File: config.mk
export PLATFORM = sky130hd
export DESIGN_NAME = reg_fifo_flat
export DESIGN_NICKNAME = d
export VERILOG_FILES = /design/src/rtl/reg_fifo_if.sv /design/src/rtl/reg_fifo.sv /design/src/flat_wrapper.sv
export SDC_FILE = /design/constraint.sdc
export NUM_CORES = 1
export LEC_CHECK = 0
export CORE_ASPECT_RATIO = 0.6
export CORE_MARGIN = 1
export CORE_UTILIZATION = 65
export CTS_BUF_LIST = sky130_fd_sc_hd__clkbuf_4
export DETAILED_ROUTE_END_ITERATION = 7
export DONT_BUFFER_PORTS = 1
export GPL_ROUTABILITY_DRIVEN = 0
export PLACE_DENSITY = 0.81
export SYNTH_ARGS = -nofsm -noshare
export SYNTH_HDL_FRONTEND = slang
export SYNTH_SLANG_ARGS = --single-unit
export TNS_END_PERCENT = 30
File: constraint.sdc
create_clock -name clk -period 3.61 [get_ports clk]
set_clock_uncertainty 0.2 [all_clocks]
set_input_delay 0.361 -clock clk [delete_from_list [all_inputs] [get_ports clk]]
set_output_delay 0.361 -clock clk [all_outputs]
set_load 0.03 [all_outputs]
File: src/rtl/reg_fifo_if.sv
// Valid/ready handshake bundle for reg_fifo: producer side, consumer side and
// occupancy status. The slave modport is the FIFO's view of the bundle.
interface reg_fifo_if #(
  parameter int WIDTH = 8,
  parameter int DEPTH = 4
);
  localparam int CW = $clog2(DEPTH) + 1;

  logic             in_valid;
  logic [WIDTH-1:0] in_data;
  logic             in_ready;
  logic             out_valid;
  logic [WIDTH-1:0] out_data;
  logic             out_ready;
  logic [CW-1:0]    count;
  logic             almost_full;

  modport slave (
    input  in_valid, in_data, out_ready,
    output in_ready, out_valid, out_data, count, almost_full
  );

  modport master (
    output in_valid, in_data, out_ready,
    input  in_ready, out_valid, out_data, count, almost_full
  );
endinterface

File: src/rtl/reg_fifo.sv
// First-word-fall-through FIFO with valid/ready on both sides, explicit
// occupancy counter and almost-full flag for producer throttling.
module reg_fifo #(
  parameter int WIDTH    = 8,
  parameter int DEPTH    = 4,
  parameter int AF_LEVEL = DEPTH - 1
) (
  input  logic         clk,
  input  logic         rst_n,
  reg_fifo_if.slave    bus
);
  localparam int AW = $clog2(DEPTH);
  localparam int CW = AW + 1;

  logic [WIDTH-1:0] mem [DEPTH];
  logic [AW-1:0]    wp;
  logic [AW-1:0]    rp;
  logic [CW-1:0]    cnt;
  logic             push;
  logic             pop;

  // Handshake flags come from the registered count only, so neither ready nor
  // valid has a combinational path from the opposite side.
  assign bus.in_ready    = (cnt != CW'(DEPTH));
  assign bus.out_valid   = (cnt != '0);
  assign bus.out_data    = mem[rp];
  assign bus.count       = cnt;
  assign bus.almost_full = (cnt >= CW'(AF_LEVEL));

  assign push = bus.in_valid  & bus.in_ready;
  assign pop  = bus.out_valid & bus.out_ready;

  always_ff @(posedge clk or negedge rst_n) begin
    if (!rst_n) begin
      wp  <= '0;
      rp  <= '0;
      cnt <= '0;
      for (int i = 0; i < DEPTH; i++) begin
        mem[i] <= '0;
      end
    end else begin
      if (push) begin
        mem[wp] <= bus.in_data;
        wp      <= wp + AW'(1);
      end
      if (pop) begin
        rp <= rp + AW'(1);
      end
      case ({push, pop})
        2'b10:   cnt <= cnt + CW'(1);
        2'b01:   cnt <= cnt - CW'(1);
        default: cnt <= cnt;
      endcase
    end
  end
endmodule

File: src/flat_wrapper.sv
// flat-port wrapper written by rule: the top's interface ports become plain ports
module reg_fifo_flat 
#(
  parameter int WIDTH    = 8,
  parameter int DEPTH    = 4,
  parameter int AF_LEVEL = DEPTH - 1
)
  (clk, rst_n, bus_in_valid, bus_in_data, bus_out_ready, bus_in_ready, bus_out_valid, bus_out_data, bus_count, bus_almost_full);
  reg_fifo_if #(.WIDTH(WIDTH), .DEPTH(DEPTH)) bus_i ();
  input  logic clk;
  input  logic rst_n;
  input wire logic [$bits(bus_i.in_valid)-1:0] bus_in_valid;
  input wire logic [$bits(bus_i.in_data)-1:0] bus_in_data;
  input wire logic [$bits(bus_i.out_ready)-1:0] bus_out_ready;
  output wire logic [$bits(bus_i.in_ready)-1:0] bus_in_ready;
  output wire logic [$bits(bus_i.out_valid)-1:0] bus_out_valid;
  output wire logic [$bits(bus_i.out_data)-1:0] bus_out_data;
  output wire logic [$bits(bus_i.count)-1:0] bus_count;
  output wire logic [$bits(bus_i.almost_full)-1:0] bus_almost_full;
  assign bus_i.in_valid = bus_in_valid;
  assign bus_i.in_data = bus_in_data;
  assign bus_i.out_ready = bus_out_ready;
  assign bus_in_ready = bus_i.in_ready;
  assign bus_out_valid = bus_i.out_valid;
  assign bus_out_data = bus_i.out_data;
  assign bus_count = bus_i.count;
  assign bus_almost_full = bus_i.almost_full;
  reg_fifo #(.WIDTH(WIDTH), .DEPTH(DEPTH), .AF_LEVEL(AF_LEVEL)) u_core (.clk(clk), .rst_n(rst_n), .bus(bus_i));
endmodule
==> metrics.md <==
| Metric | Value |
|---|---|
| HP Start | bus_in_valid |
| Row Count | 15 |
| Cells on worst reg2reg path | 8 |
| Router iterations before antenna repair | 4 |
| Fmax achieved | around 360 MHz |
| Clock Pin Slew Worst Setup and Hold Paths | 120 ps |
| Crit Reg-Reg Endpoint | u_core.bus.count[2]$_DFFE_PN0P_ |
| Fin util | 0.739 |
| Sequential element share of the synthesized area | 0.496 |
| Layer with the highest usage | met2 |
| Status | completed |
| M1 GR Usage | 0.321 |
| Syn Area/Cell | around 17 µm² |
| MaxCap Viol Count | 0 |
| Pwr Density | slightly above 1000 nW/µm² |
| First-pass GRT wire length | ~5300 µm |
| Routed WL | between 3000 and 4000 µm |
| Chip width | 73.0 µm |
| Vias per std cell | 5.82 |
| Synth cell types | 20 |
| I/O Pins | 26 |
| ANT nets after route | 0 |
| Root Buffer | clkbuf_4 |
| Reg2reg start | u_core.bus.count[2]$_DFFE_PN0P_ |
| GR Overflow Total | 0 |
| Clock sink count | 39 |
| Cells after synthesis | 116 |
| CP max FO | 6 |
| Sequential cell area | roughly 980 µm² |
| Nets@finish | ~140 |
| RSZ-0062 raised after global routing | no |
| Worst setup margin | 830 ps |
| Netlist Area Pre-Place | roughly 2000 µm² |
| Kind of critical path | flop to flop |
| Layout cells sized above 1 | 0.449 |
| Setup violations, final | 0 |
| DRT iter0 DRCs | 36 |
| H-tree depth | 2 |
| # DRC | 0 |
| CTS tree | done |
| Die footprint | roughly 3300 µm² |
| VDD IR max | 0.618 mV |
| Max-slew headroom | 0.596 |
| Final setup TNS | 0 ps |
| Crit. End Element | flop |
| Final Slew Violations | 0 |
| Clock period minus worst slack | 2780 ps |
| Post-CTS Setup Bufs | 0 |
| Wirelength per Cell | around 20 µm |
| Fillers | 178 |
| Footprint of the multi-input gates | ~900 µm² |
| Core box area | 2870 µm² |
| CTS Buf Count | 5 |
| Worst-skew pair later-pin latency | 330 ps |
| Data required time of the worst path | 3680 ps |
| Hold endpoint | u_core.wp[0]$_DFFE_PN0P_ |
| Vias in the first global route | between 900 and 1000 |
| Hold path cells | 2 |
| Ys Warns | 0 |
| Max clock buf depth | 2 |
| Synthesized Nets | around 130 |
| Gr usage total | 0.242 |
| Power, Total | roughly 2.2 mW |
| Largest net degree at the start of global routing | 40 |
| Fin. Hold Viols | 0 |
| Post-synth top area share | 0.496 |
| Worst slack at placement | 856 ps |
| Crit share post-route | 0.770 |
| Area delta synth->final | 7.88% |
| Yosys reg bits | 39 |
| Global-route track usage on met3 | 0.0820 |
| Critical Path Start Type | flop |
| Port bufs | 0 |
| Area leader, netlist | dfrtp_1 |
| Leak | 0.958 nW |
| Met2 Track Usage GR | 0.365 |
| Initial antenna violation count | 0 |
| Worst EP arrival | between 2000 and 3000 ps |
| Flop2flop setup slack | 830 ps |
| Inserted Diodes | 0 |
| Hold WC Path Type | input port to flop |
| Worst-Margin Slew | around 600 ps |
| Starting Density | 0.685 |
| Synth top area cells | dfrtp_1, mux2_4, mux4_2 |
| Detailed placer's ending HPWL | about 2400 µm |
| Die Y | about 45 µm |
| Vias after detailed routing | ~980 |
how the worst max path moves through the flow:
| stage | startpoint | slack [ps] | depth (start not counted) | end |
|---|---|---|---|---|
| 2_1_floorplan | u_core.bus.count[2]$_DFFE_PN0P_ | 1140 | 9 | u_core.bus.count[2]$_DFFE_PN0P_ |
| 3_3_place_gp | u_core.bus.count[2]$_DFFE_PN0P_ | 930 | 8 | u_core.bus.count[2]$_DFFE_PN0P_ |
| 3_5_place_dp | u_core.bus.count[2]$_DFFE_PN0P_ | 860 | 8 | u_core.bus.count[2]$_DFFE_PN0P_ |
| 4_1_cts | u_core.bus.count[2]$_DFFE_PN0P_ | 830 | 8 | u_core.bus.count[2]$_DFFE_PN0P_ |
| 5_1_grt | u_core.bus.count[2]$_DFFE_PN0P_ | 710 | 8 | u_core.bus.count[2]$_DFFE_PN0P_ |
| 6_report | u_core.bus.count[2]$_DFFE_PN0P_ | 830 | 8 | u_core.bus.count[2]$_DFFE_PN0P_ |
cell usage in the layout (no fill, tap or decap):
| cell type | synthesis | layout |
|---|---|---|
| xor2_1 | 3 | 3 |
| clkinv_2 | 0 | 1 |
| or3_2 | 1 | 1 |
| mux2_2 | 1 | 1 |
| mux2i_1 | 1 | 1 |
| and3_4 | 4 | 4 |
| inv_1 | 5 | 5 |
| clkbuf_4 | 0 | 7 |
| mux2_4 | 32 | 32 |
| dfrtp_1 | 39 | 39 |
| mux4_2 | 8 | 8 |
| nand2_1 | 2 | 2 |
| nor2_1 | 1 | 1 |
| buf_12 | 0 | 1 |
| o31a_2 | 1 | 1 |
| or3b_1 | 1 | 1 |
| ha_1 | 5 | 5 |
| dlygate4sd3_1 | 0 | 9 |
| fa_1 | 1 | 1 |
| a21o_2 | 1 | 1 |
| xnor2_1 | 3 | 3 |
registers in the layout (all words and copies together), names as in the netlist:
register	count
u_core.rp	2
u_core.bus.count	3
u_core.mem	32
u_core.wp	2
synthesized netlist by cell type:
cell type and number:
buf_6 5, fa_1 1, and3_4 4, ha_1 5, or3_2 1, nor2_1 1, inv_1 5, xnor2_1 3
or3b_1 1, dfrtp_1 39, buf_2 1, xor2_1 3, mux2i_1 1, nand2_1 2, mux4_2 8, a21o_2 1
mux2_4 32, buf_1 1, mux2_2 1, o31a_2 1
layer usage:
layer / wire length (µm) / up-vias
li1: - / 434
met1: 1540 / 525
met2: 1660 / 19
met3: 149 / 6
met4: 72 / 0
met5: 0 / -
area by class of cell:
cell class                 instances  area share
tap                               42      0.0247
inverter                           5     0.00884
clock buffer                       7      0.0247
timing repair buffer              10      0.0519
multi-input combinational         65       0.428
clock inverter                     1     0.00236
sequential                        39       0.460
through the flow:
stage	instances	hold slack [ps]	instance area [µm²]
after floorplan	116	-135	1970
after global placement	151	-134	1960
after detailed placement	151	-134	1960
after CTS	169	64.1	2120
after global routing	169	66.1	2120
final	169	74.4	2120
cells by family (layout without fill, tap and decap cells):
| group | Yosys count | in the layout | synth area share |
|---|---|---|---|
| mux | 42 | 42 | 0.346 |
| flops | 39 | 39 | 0.496 |
| buf+inv | 12 | 23 | 0.0426 |
| simple gates | 9 | 9 | 0.0369 |
| fa+ha+maj | 6 | 6 | 0.0420 |
| xor+xnor | 6 | 6 | 0.0267 |
| compound gates | 2 | 2 | 0.00954 |
power breakdown:
| part | total, mW | internal, mW | switching [mW] |
|---|---|---|---|
| registers | 0.912 | 0.663 | 0.248 |
| logic | 1.05 | 0.563 | 0.488 |
| clock network | 0.224 | 0.0911 | 0.133 |
worst max-delay path, stage by stage, from the launching register on:
cell and delay, ps:
dfrtp_1 640, or3b_1 600, nand2_1 230, ha_1 210, inv_1 60, fa_1 370, xor2_1 150, nor2_1 110
xor2_1 140
timing repair:
action | 4_1_cts | 5_1_grt
hold endpoints to repair | 71 | 0
gates resized for setup | 0 | 0
hold buffers | 10 | 0
No activity file was read; power rests on OpenSTA's default activity.
